## src/rtl/grey_sweep.sv

```systemverilog
`timescale 1ns/1ps
`default_nettype none
// +----------------------------------------------------------------------------+
// | grey_sweep: bounded, pipelined RGB-to-greyscale frame sweep with done pulse  |
// | Revision: 1.0                                                                |
// +----------------------------------------------------------------------------+
module grey_sweep #(
  parameter int WIDTH        = 128,
  parameter int HEIGHT       = 128,
  parameter int CH_BITS      = 4,
  parameter int OUT_BITS     = 8,
  parameter int READ_LATENCY = 2,
  localparam int NPIX        = WIDTH * HEIGHT,
  localparam int ADDR_W      = $clog2(NPIX)
) (
  input  logic                   clk_100mhz,
  input  logic                   sys_rst,
  input  logic                   start,
  input  logic [1:0]             mode,
  output logic [ADDR_W-1:0]      rd_addr,
  input  logic [3*CH_BITS-1:0]   rd_data,
  output logic [ADDR_W-1:0]      wr_addr,
  output logic [OUT_BITS-1:0]    wr_data,
  output logic                   wr_en,
  output logic                   busy,
  output logic                   done
);

  localparam logic [ADDR_W-1:0] LAST_ADDR = ADDR_W'(NPIX - 1);
  localparam int LUMA_W = OUT_BITS + 8;
  localparam int MEAN_W = OUT_BITS + 10;

  typedef enum logic [1:0] {
    S_IDLE  = 2'd0,
    S_RUN   = 2'd1,
    S_DRAIN = 2'd2,
    S_DONE  = 2'd3
  } state_t;

  state_t                    state_q, state_d;
  logic [ADDR_W-1:0]         rd_addr_q, rd_addr_d;
  logic [1:0]                mode_q, mode_d;
  logic [READ_LATENCY-1:0]   tag_q;
  logic [ADDR_W-1:0]         wcnt_q;
  logic [ADDR_W-1:0]         wr_addr_q;
  logic [OUT_BITS-1:0]       wr_data_q;
  logic                      wr_en_q;
  logic                      issue;
  logic                      tag_exit;

  always_comb begin
    state_d   = state_q;
    rd_addr_d = rd_addr_q;
    mode_d    = mode_q;
    issue     = 1'b0;
    case (state_q)
      S_IDLE: begin
        rd_addr_d = '0;
        if (start) begin
          state_d = S_RUN;
          mode_d  = mode;
        end
      end
      S_RUN: begin
        issue = 1'b1;
        if (rd_addr_q == LAST_ADDR) state_d = S_DRAIN;
        else                        rd_addr_d = rd_addr_q + ADDR_W'(1);
      end
      S_DRAIN: begin
        if (wr_en_q && (wr_addr_q == LAST_ADDR)) state_d = S_DONE;
      end
      S_DONE: begin
        state_d   = S_IDLE;
        rd_addr_d = '0;
      end
      default: state_d = S_IDLE;
    endcase
  end

  always_ff @(posedge clk_100mhz or posedge sys_rst) begin
    if (sys_rst) begin
      state_q   <= S_IDLE;
      rd_addr_q <= '0;
      mode_q    <= '0;
    end else begin
      state_q   <= state_d;
      rd_addr_q <= rd_addr_d;
      mode_q    <= mode_d;
    end
  end

  // Valid tags travel with the read latency so the write lines up with rd_data.
  always_ff @(posedge clk_100mhz or posedge sys_rst) begin
    if (sys_rst) begin
      tag_q <= '0;
    end else begin
      tag_q[0] <= issue;
      for (int i = 1; i < READ_LATENCY; i++) tag_q[i] <= tag_q[i-1];
    end
  end

  assign tag_exit = tag_q[READ_LATENCY-1];

  logic [2*CH_BITS-1:0] rep_r, rep_g, rep_b;
  logic [OUT_BITS-1:0]  e_r, e_g, e_b, g_luma, g_max, g_mean, g_sel;
  logic [LUMA_W-1:0]    luma_sum;
  logic [MEAN_W-1:0]    mean_prod;

  // Channel replication keeps the MSBs so full-scale maps to full-scale.
  assign rep_r = {2{rd_data[3*CH_BITS-1 -: CH_BITS]}};
  assign rep_g = {2{rd_data[2*CH_BITS-1 -: CH_BITS]}};
  assign rep_b = {2{rd_data[CH_BITS-1   -: CH_BITS]}};
  assign e_r   = OUT_BITS'(rep_r >> (2*CH_BITS - OUT_BITS));
  assign e_g   = OUT_BITS'(rep_g >> (2*CH_BITS - OUT_BITS));
  assign e_b   = OUT_BITS'(rep_b >> (2*CH_BITS - OUT_BITS));

  assign luma_sum  = LUMA_W'(77) * LUMA_W'(e_r) + LUMA_W'(150) * LUMA_W'(e_g)
                   + LUMA_W'(29) * LUMA_W'(e_b);
  assign g_luma    = OUT_BITS'(luma_sum >> 8);
  assign mean_prod = (MEAN_W'(e_r) + MEAN_W'(e_g) + MEAN_W'(e_b)) * MEAN_W'(171);
  assign g_mean    = OUT_BITS'(mean_prod >> 9);

  always_comb begin
    g_max = e_r;
    if (e_g > g_max) g_max = e_g;
    if (e_b > g_max) g_max = e_b;
  end

  always_comb begin
    g_sel = g_luma;
    case (mode_q)
      2'd0:    g_sel = g_luma;
      2'd1:    g_sel = g_max;
      2'd2:    g_sel = g_mean;
      default: g_sel = e_g;
    endcase
  end

  always_ff @(posedge clk_100mhz or posedge sys_rst) begin
    if (sys_rst) begin
      wcnt_q    <= '0;
      wr_addr_q <= '0;
      wr_data_q <= '0;
      wr_en_q   <= 1'b0;
    end else begin
      wr_en_q <= tag_exit;
      if (state_q == S_IDLE) wcnt_q <= '0;
      else if (tag_exit)     wcnt_q <= wcnt_q + ADDR_W'(1);
      if (tag_exit) begin
        wr_addr_q <= wcnt_q;
        wr_data_q <= g_sel;
      end
    end
  end

  assign rd_addr = rd_addr_q;
  assign wr_addr = wr_addr_q;
  assign wr_data = wr_data_q;
  assign wr_en   = wr_en_q;
  assign busy    = (state_q != S_IDLE);
  assign done    = (state_q == S_DONE);

endmodule
`default_nettype wire

```

## config.mk

```make
export PLATFORM = sky130hd
export DESIGN_NAME = grey_sweep
export DESIGN_NICKNAME = d
export VERILOG_FILES = /design/src/rtl/grey_sweep.sv
export SDC_FILE = /design/constraint.sdc
export NUM_CORES = 1
export LEC_CHECK = 0
export ABC_AREA = 1
export CORE_MARGIN = 2
export CORE_UTILIZATION = 47
export DETAILED_ROUTE_END_ITERATION = 6
export PLACE_DENSITY = 0.66
export RECOVER_POWER = 50
export REMOVE_ABC_BUFFERS = 1
export SYNTH_ARGS = -nofsm -noshare
export SYNTH_HDL_FRONTEND = slang
export SYNTH_SLANG_ARGS = --single-unit
```

## constraint.sdc

```tcl
create_clock -name clk_100mhz -period 2.34 [get_ports clk_100mhz]
set_input_delay 0.468 -clock clk_100mhz [delete_from_list [all_inputs] [get_ports clk_100mhz]]
set_output_delay 0.468 -clock clk_100mhz [all_outputs]
set_load 0.01 [all_outputs]
```

=== Word level (Yosys, flattened, before mapping) ===
Cells that the tools add are included.

* Register bits: 57
* Bits of input ports: 17
* Output and inout bits: 39
* Word-level logic and storage cells: 53

* Add/sub/neg operators: 6
* $mul: 4
* Order comparisons: 2
* Equal/unequal tests: 11
* Mux-type cells: 12
* Reduce and logical (&&, ||, !) cells: 10

{| class="wikitable"
|+ Operators with widths
! cell !! count
|-
| $mux 14 || 3
|-
| $mul 7x8->15 const A || 2
|-
| $add 14x1->14 const B || 2
|-
| $eq 14x14->1 const B || 2
|-
| $pmux 14 s2 || 1
|-
| $pmux 8 s3 || 1
|-
| $mul 10x8->17 const B || 1
|-
| $add 15x16->16 || 1
|-
| $add 16x13->16 || 1
|-
| $gt 8x8->1 || 2
|-
| $mux 8 || 2
|-
| $mul 5x8->13 const A || 1
|-
| $add 9x8->10 || 1
|-
| $add 8x8->9 || 1
|-
| $ne 2x2->1 const B || 4
|-
| $pmux 2 s4 || 1
|-
| $eq 2x2->1 const B || 3
|-
| $mux 2 || 3
|-
| $reduce_bool 2->1 || 3
|-
| $eq 2x1->1 const B || 2
|-
| $logic_not 2->1 || 2
|-
| $reduce_and 2->1 || 2
|-
| $reduce_and 3->1 || 1
|-
| $reduce_or 2->1 || 1
|-
| other kinds (2) || 2
|}

=== Depth between registers and ports, before layout ===
Gate-level depths: netlist of run 1.

* Word-level depth: 5
* Gate-level depth with buffers: 32
* Depth with buffers taken out: 32

=== Worst setup path after synthesis of run 1 ===
No wires, ideal clock.

* Path kind: input-to-reg
* From: input port rd_data[5]
* To: register wr_data_q[6] (netlist: wr_data[6])
* Setup time: 0.117 ns
* Arrival: 5.910 ns
* Required time: 2.223 ns
* Slack: -3.687 ns
* Stages on the path: 28
* Path buffers: 0
* Cell sequence: ha_1 -> ha_1 -> ha_1 -> inv_1 -> fa_1 -> inv_1 -> ha_1 -> a21oi_1 -> o21ai_0 -> a21oi_1 -> xnor2_1 -> fa_1 -> fa_1 -> inv_1 -> fa_1 -> fa_1 -> inv_1 -> ha_1 -> nand2_1 -> nor2_1 -> nor2_1 -> nor2_1 -> nor2_1 -> nand3_1 -> nand3_1 -> nand3_1 -> nor2_1 -> nor2_1

* Word-level cells in the longest chain between the ends: 5
* Elaborated cells between the ends (all ways): 11
* Those cells by class: add/sub (4); mul (2); order compare (2); mux (3)

{| class="wikitable"
|+ Ends and longest elaborated chain
! element !! line !! RTL
|-
| start, declared || 21 || <nowiki>input logic [3*CH_BITS-1:0] rd_data,</nowiki>
|-
| branches (longest 4 deep; another with $add 15x16->16) || - ||
|-
| $pmux 8 s3 (*) || 131 || <nowiki>case (mode_q)</nowiki>
|-
| end signal, assigned || 151 || <nowiki>wr_data_q <= g_sel;</nowiki>
|-
| end, declared || 46 || <nowiki>logic [OUT_BITS-1:0] wr_data_q;</nowiki>
|}

Mark *: on every way between the ends.
A chain may end at the register's enable or synchronous reset.

=== Final worst setup path of run 1 ===
* From: input port rd_data[7]
* To: register wr_data_q[7] (netlist: wr_data[7])

The elaborated chain is that of the path after synthesis.

==> metrics.md, run 1 <==
| Metric | Value |
|---|---|
| Register bit total from synthesis | `57` |
| Final Routed Wirelength | `20300 um` |
| Ys Warns | `0` |
| Adder-cell share of the synthesized area | `0.393` |
| Fraction of final layout cells sized beyond drive strength 1 | `0.202` |
| Syn-to-layout area delta | `31.4%` |
| Final Hold Vio Count | `0` |
| Row cnt | `48` |
| Port buffer count | `55` |
| DP Wirelength | `16500 um` |
| Worst Setup Slack, final | `-3.28 ns` |
| CP max FO | `4` |
| Longest Clk Path Bufs | `2` |
| Avg Cell Area, Syn | `7.68 um2` |
| Core area | `0.0172 mm2` |
| Total Nets Final | `1517` |
| Tot GR Track Use | `0.237` |
| Max-Cap Viols | `0` |
| Crit path from | `rd_data[7]` |
| Most common cell after layout, fill and taps aside | `inv_1` |
| Die width | `137 um` |
| Reg-to-Reg End | `wcnt_q[6]$_DFFE_PP0P_` |
| CTS H-Tree Depth | `3` |
| Clk slew on worst S/H paths | `0.05 ns` |
| RSZ-0062 raised after global routing | `true` |
| Crit. End Element | `flip-flop` |
| TritonCTS clock tree | `yes` |
| Mapped Area | `0.00825 mm2` |
| Type of the most critical hold path | `reg -> reg` |
| CP Data Required Time | `2.56 ns` |
| Post-synthesis mux area share | `0` |
| GRT overflow | `0` |
| Startpoint types | `input pin` |
| R2R cell count | `7` |
| Critical path class | `in -> reg` |
| Arrival time at the worst endpoint | `5.84 ns` |
| Xor and xnor area share after synthesis | `0.0202` |
| Placed insts | `1486` |
| Drt first pass iters | `7` |
| Hold depth | `0` |
| Outcome | `finished with violations` |
| Clock Latency Late Sink | `0.33 ns` |
| Final min period | `5.62 ns` |
| Die ar. | `0.0186 mm2` |
| Clock sink count | `57` |
| Chip height | `137 um` |
| Synth Area in Simple Gates | `0.218` |
| Crit share post-route | `2.40` |
| Pins Over Slew Limit | `0` |
| Crit-path slowest cell | `fa_1` |
| Gpl congestion | `0.864` |
| Main combinational cell family by area after synthesis | `adder cells` |
| Mean number of vias per cell | `4.95` |
| Distinct cell type count after synthesis | `38` |
| N_diodes | `0` |
| Layout Skew | `0.00649 ns` |
| Worst Min Path Start | `tag_q[0]$_DFF_PP0_` |
| Worst path max stage delay | `0.55 ns` |
| Initial antenna violation count | `0` |
| Io pins | `56` |
| First-pass GRT wire length | `35500 um` |
| Worst Max-Slew Pin Slew | `0.739 ns` |
| Wire per inst | `13.4 um` |
| Reg2reg setup slack | `0.22 ns` |
| DRC | `0` |
| Final setup fails | `8` |
| Largest net degree at the start of global routing | `27` |
| Compound-cell area share of the yosys netlist | `0.0811` |
| Initial Util | `0.479` |
| Failing checks | `negative setup slack` |
| Most frequent cells in the layout | `222 x inv_1, 193 x nand2_1, 147 x buf_4` |
| CTS Root Cell | `clkbuf_16` |
| Worst Hold End | `tag_q[1]$_DFF_PP0_` |
| Vias after detailed routing | `7497` |
| Final non-filler cell total | `1514` |
| RR Startpoint | `tag_q[1]$_DFF_PP0_` |
| Vias in the first global route | `7848` |
| Cell count after synthesis | `1075` |
| Rel. slew slack | `0.507` |
| CTS buffer count | `9` |
| Post-route ant nets | `0` |
| First DRT Iteration DRCs | `385` |
| Max Clock Freq | `178 MHz` |
| Register area share after synthesis | `0.173` |
==> metrics by stage <==
step / worst slack [ns] / hold slack (ns) / util / instance area [um2] / setup TNS, ns
final: -3.28 / 0.371 / 0.629 / 10800 / -25.91
after global placement: -4.26 / 0.372 / 0.586 / 10100 / -33.45
after floorplan: -3.69 / 0.331 / - / 8210 / -28.47
after detailed placement: -4.33 / 0.367 / 0.586 / 10100 / -34.10
after CTS: -3.17 / 0.375 / 0.624 / 10800 / -24.79
after global routing: -3.50 / 0.380 / 0.629 / 10800 / -27.75
==> how the worst max path moves through the flow <==
stage                                         to  slack (ns)  cells after the start
after global routing      wr_data[6]$_DFFE_PP0P_       -3.50                     30
after CTS                 wr_data[6]$_DFFE_PP0P_       -3.17                     30
after global placement    wr_data[6]$_DFFE_PP0P_       -4.26                     29
after detailed placement  wr_data[6]$_DFFE_PP0P_       -4.33                     29
after floorplan           wr_data[6]$_DFFE_PP0P_       -3.69                     28
final                     wr_data[7]$_DFFE_PP0P_       -3.28                     32
==> cell families (layout without fill, tap and decap cells) <==
group	after synthesis	in the layout
AND/OR/NAND/NOR	414	414
buffers and inverters	247	461
adder cells (fa/ha/maj)	215	215
AO/OA/AOI/OAI	123	123
flip-flops	57	57
XOR/XNOR	19	19
==> registers in the layout (all words and copies together), names as in the netlist <==
name	flops
state_q	2
wr_en	1
wr_addr	14
rd_addr	14
wr_data	8
wcnt_q	14
mode_q	2
tag_q	2
==> synth_stat cells, drive strengths merged <==
cell	instances	area, um2
o21bai	8	60.1
clkinv	2	13.8
a31oi	3	18.8
clkbuf	4	15.0
o31ai	2	15.0
a21boi	3	22.5
xnor2	4	35.0
fa	74	1480
a21o	3	22.5
nor2	89	359
a21oi	50	250
and3	3	18.8
buf	4	25.0
o211ai	1	7.51
inv	237	890
nand4	16	100
ha	141	1760
nor3	17	95.1
nand3b	6	45.0
or2	2	12.5
nand3	64	320
and2	2	12.5
nor4	4	25.0
nand2	211	815
xor2	15	131
o21ai	53	273
dfrtp	57	1430
==> layout make-up <==
cell class / instances / area, um2
repair buffers: 207 / 1680
well taps: 225 / 282
flip-flops and latches: 57 / 1430
inverters: 239 / 903
fillers: 1506 / 6390
clock inverters: 3 / 65.1
multi-input cells: 771 / 6240
clock buffers: 12 / 246
==> timing repair <==
action | in CTS | in global routing
setup buffers | 10 | 3
gates resized for setup | 80 | 31
hold buffers | 0 | 0
setup endpoints to repair | 8 | 8
pin swaps | 66 | 37
==> worst max-delay path: cells and delay by family <==
family                     cells  cell delay, ns
and+or+nand+nor               11            0.70
AOI/OAI and AO/OA              3            0.41
adders and majority gates     10            3.78
buffers and inverters          7            0.35
xor gates and xnor gates       1            0.14
==> layer usage <==
metal | vias to the layer above | GRT usage | wire [um]
met2 | 125 | 0.418 | 9920
met4 | 0 | 0.0608 | 488
li1 | 3826 | - | -
met5 | - | 0 | 0
met1 | 3505 | 0.306 | 9270
met3 | 41 | 0.0330 | 627
Power of run 1 is not shown: default switching activity piles up to over one toggle a cycle in this logic, so the estimate is an artifact.
==> inputs of run 2 (changes only) <==
Settings changed: ABC_AREA 1 to not set.
==> run 2 against run 1 <==
Compared with the run above: the flow still finishes with violations (negative setup slack); hold slack worse by 0.020 ns; critical path depth is 8 lower; die area is 7.5% lower; clock skew is 0.0015 ns lower; first-iteration DRC count is 45% lower; sequential share of layout area is 0.62 points higher; flip-flop and latch count stayed put; non-clock buffer count is 7 lower; cell area is 4.5% lower.
==> metrics.md, run 2 <==
| Metric | Value |
|---|---|
| Initial Util | `0.480` |
| Final instance area | `0.0104 mm2` |
| Max Clock Freq | `170 MHz` |
| Vias in the first global route | `6643` |
| Register bit total from synthesis | `57` |
| Vias after detailed routing | `6265` |
| Ys Warns | `0` |
| Critical path class | `in -> reg` |
| Die width | `131 um` |
| RSZ-0062 raised after global routing | `true` |
| Final Hold Vio Count | `0` |
| Pins Over Slew Limit | `0` |
| Distinct cell type count after synthesis | `62` |
| First-pass GRT wire length | `31600 um` |
| Storage cell area | `0.00143 mm2` |
| Yosys top cell by area | `ha_1` |
| Worst Max-Slew Pin Slew | `1.42 ns` |
| Worst Setup Slack, final | `-3.55 ns` |
| DP Area | `0.00938 mm2` |
| Most used cell, CP | `fa_1` |
| DRC | `0` |
| Chip height | `131 um` |
| Post-synth top flop | `dfrtp_1` |
| FILL cells | `1275` |
| Mapped Area | `0.00762 mm2` |
| Crit-path slowest cell | `fa_1` |
| Type of the most critical hold path | `reg -> reg` |
| First DRT Iteration DRCs | `213` |
| Fin util | `0.652` |
| Rel. slew slack | `0.0510` |
| Final min period | `5.89 ns` |
| Fraction of registers with async set/reset | `1.00` |
| Largest net degree at the start of global routing | `58` |
| Startpoint types | `input pin` |
| Post-CTS Hold Fix Bufs | `0` |
| Outcome | `finished with violations` |
| Port buffer count | `55` |
| Layout Skew | `0.00503 ns` |
| Io pins | `56` |
| Crit. End Element | `flip-flop` |
| CP Data Required Time | `2.54 ns` |
| Initial antenna violation count | `0` |
| Area fraction of the dominant cell type after synthesis | `0.232` |
| Multi-input logic area | `0.00612 mm2` |
| CTS H-Tree Depth | `3` |
| Wire per inst | `15.7 um` |
| EDFF count, synth | `0` |
| Most frequent cells in the layout | `143 x inv_1, 136 x buf_4, 122 x ha_1` |
| Die ar. | `0.0172 mm2` |
| Clock Latency Late Sink | `0.32 ns` |
| CP max FO | `3` |
| Register area share after synthesis | `0.187` |
| Clk slew on worst S/H paths | `0.05 ns` |
| R2R cell count | `9` |
| Drt first pass iters | `4` |
| Max-Cap Viols | `0` |
| Row cnt | `46` |
| Final setup fails | `8` |
| Clock sink count | `57` |
| Core area | `0.0159 mm2` |
| Longest Clk Path Bufs | `2` |
| Gpl congestion | `0.827` |
| Most frequent cells after synthesis | `151 x inv_1, 141 x ha_1, 74 x fa_1` |
| Tot GR Track Use | `0.222` |
| Total Nets Final | `1215` |
| CTS Root Cell | `clkbuf_16` |
| Hold depth | `0` |
| Worst path cell trace | `buf_8 > ha_4 > buf_6 > ha_4 > fa_1 > ha_4 > nor2b_4 > o21a_1 > nor2_2 > xnor2_2 > fa_1 > fa_1 > inv_1 > fa_1 > fa_1 > inv_2 > ha_4 > nand3_2 > a21oi_2 > o31a_1 > o21a_1 > or3_1 > a311oi_1 > nor2_1` |
| DP Wirelength | `14100 um` |
| Most common cell after layout, fill and taps aside | `inv_1` |
| TritonCTS clock tree | `yes` |
| Avg Cell Area, Syn | `9.68 um2` |
| Cell count after synthesis | `787` |
| Failing checks | `negative setup slack` |
| Final Routed Wirelength | `18900 um` |
| GRT overflow | `0` |
| Worst path max stage delay | `0.55 ns` |
| Post-route ant nets | `0` |
| Syn-to-layout area delta | `36.0%` |
| N_diodes | `0` |
| Cell with the most instances after synthesis | `inv_1` |
| Crit share post-route | `2.52` |
| Top post-synthesis cells by area | `ha_1 23%, fa_1 19%, dfrtp_1 19%, inv_1 7.4%, mux2_2 2.8%` |
| Mean number of vias per cell | `5.20` |
| Fraction of final layout cells sized beyond drive strength 1 | `0.266` |
| CTS buffer count | `9` |
| Pre-CTS worst setup slack | `-4.54 ns` |
| Arrival time at the worst endpoint | `6.09 ns` |
[run 2: metrics by stage]
step	instances	TNS [ns]	hold WS (ns)
after floorplan	772	-29.50	0.331
after global placement	1175	-34.75	0.333
after detailed placement	1175	-35.31	0.344
after CTS	1202	-26.27	0.354
after global routing	1204	-28.45	0.369
final	1204	-27.09	0.351
[run 2: final timing paths]
| path | from | endpoint | slack [ns] |
|---|---|---|---|
| worst max-delay path | rd_data[6] | wr_data[3]$_DFFE_PP0P_ | -3.55 |
| worst min-delay path | tag_q[0]$_DFF_PP0_ | tag_q[1]$_DFF_PP0_ | 0.35 |
| worst max register to register | rd_addr[0]$_DFFE_PP0P_ | rd_addr[9]$_DFFE_PP0P_ | 0.27 |
| worst min register to register | tag_q[0]$_DFF_PP0_ | tag_q[1]$_DFF_PP0_ | 0.35 |
| max in group asynchronous | sys_rst | wcnt_q[10]$_DFFE_PP0P_ | 0.41 |
| min in group asynchronous | sys_rst | state_q[1]$_DFFE_PP0P_ | 1.06 |
[run 2: kinds of logic after synthesis]
family                   share of synthesized area
XOR/XNOR                                    0.0425
flip-flops                                   0.187
buffers and inverters                       0.0828
AND/OR/NAND/NOR                              0.101
multiplexers                                0.0439
adder cells (fa/ha/maj)                      0.426
AO/OA/AOI/OAI                                0.116
[run 2: cell type report]
type / count / area share
Multi-Input combinational cell: 564 / 0.591
Timing Repair Buffer: 200 / 0.161
Sequential cell: 57 / 0.138
Inverter: 151 / 0.0547
Tap cell: 216 / 0.0261
Clock buffer: 10 / 0.0221
Clock inverter: 6 / 0.00797
[run 2: what timing repair did]
| action | in CTS | in global routing |
|---|---|---|
| pin swaps | 61 | 49 |
| resized for setup | 88 | 41 |
| endpoints found under the setup margin | 8 | 11 |
| setup buffers | 11 | 3 |
[run 2: critical path: cells and delay by family]
| kind | cells | cell delay (ns) |
|---|---|---|
| fa+ha+maj | 9 | 3.43 |
| compound gates | 5 | 1.03 |
| simple gates | 5 | 0.69 |
| buf+inv | 4 | 0.32 |
| xor+xnor | 1 | 0.13 |
[run 2: layer usage]
| metal | vias to the layer above | share of wire | global-route usage | wire length [um] |
|---|---|---|---|---|
| met1 | 3074 | 0.44 | 0.285 | 8340 |
| met3 | 22 | 0.038 | 0.0324 | 722 |
| met5 | - | 0 | 0 | 0 |
| li1 | 3069 | - | - | - |
| met2 | 100 | 0.50 | 0.401 | 9550 |
| met4 | 0 | 0.017 | 0.0429 | 316 |
Power of run 2 is left out for the same reason.
==> inputs of run 3 (changes only) <==
Settings changed: CAP_MARGIN set to 20.
==> results of run 3 <==
The final DEF is identical to that of run 2; final timing and power are the same.
Power of run 3 is left out for the same reason.
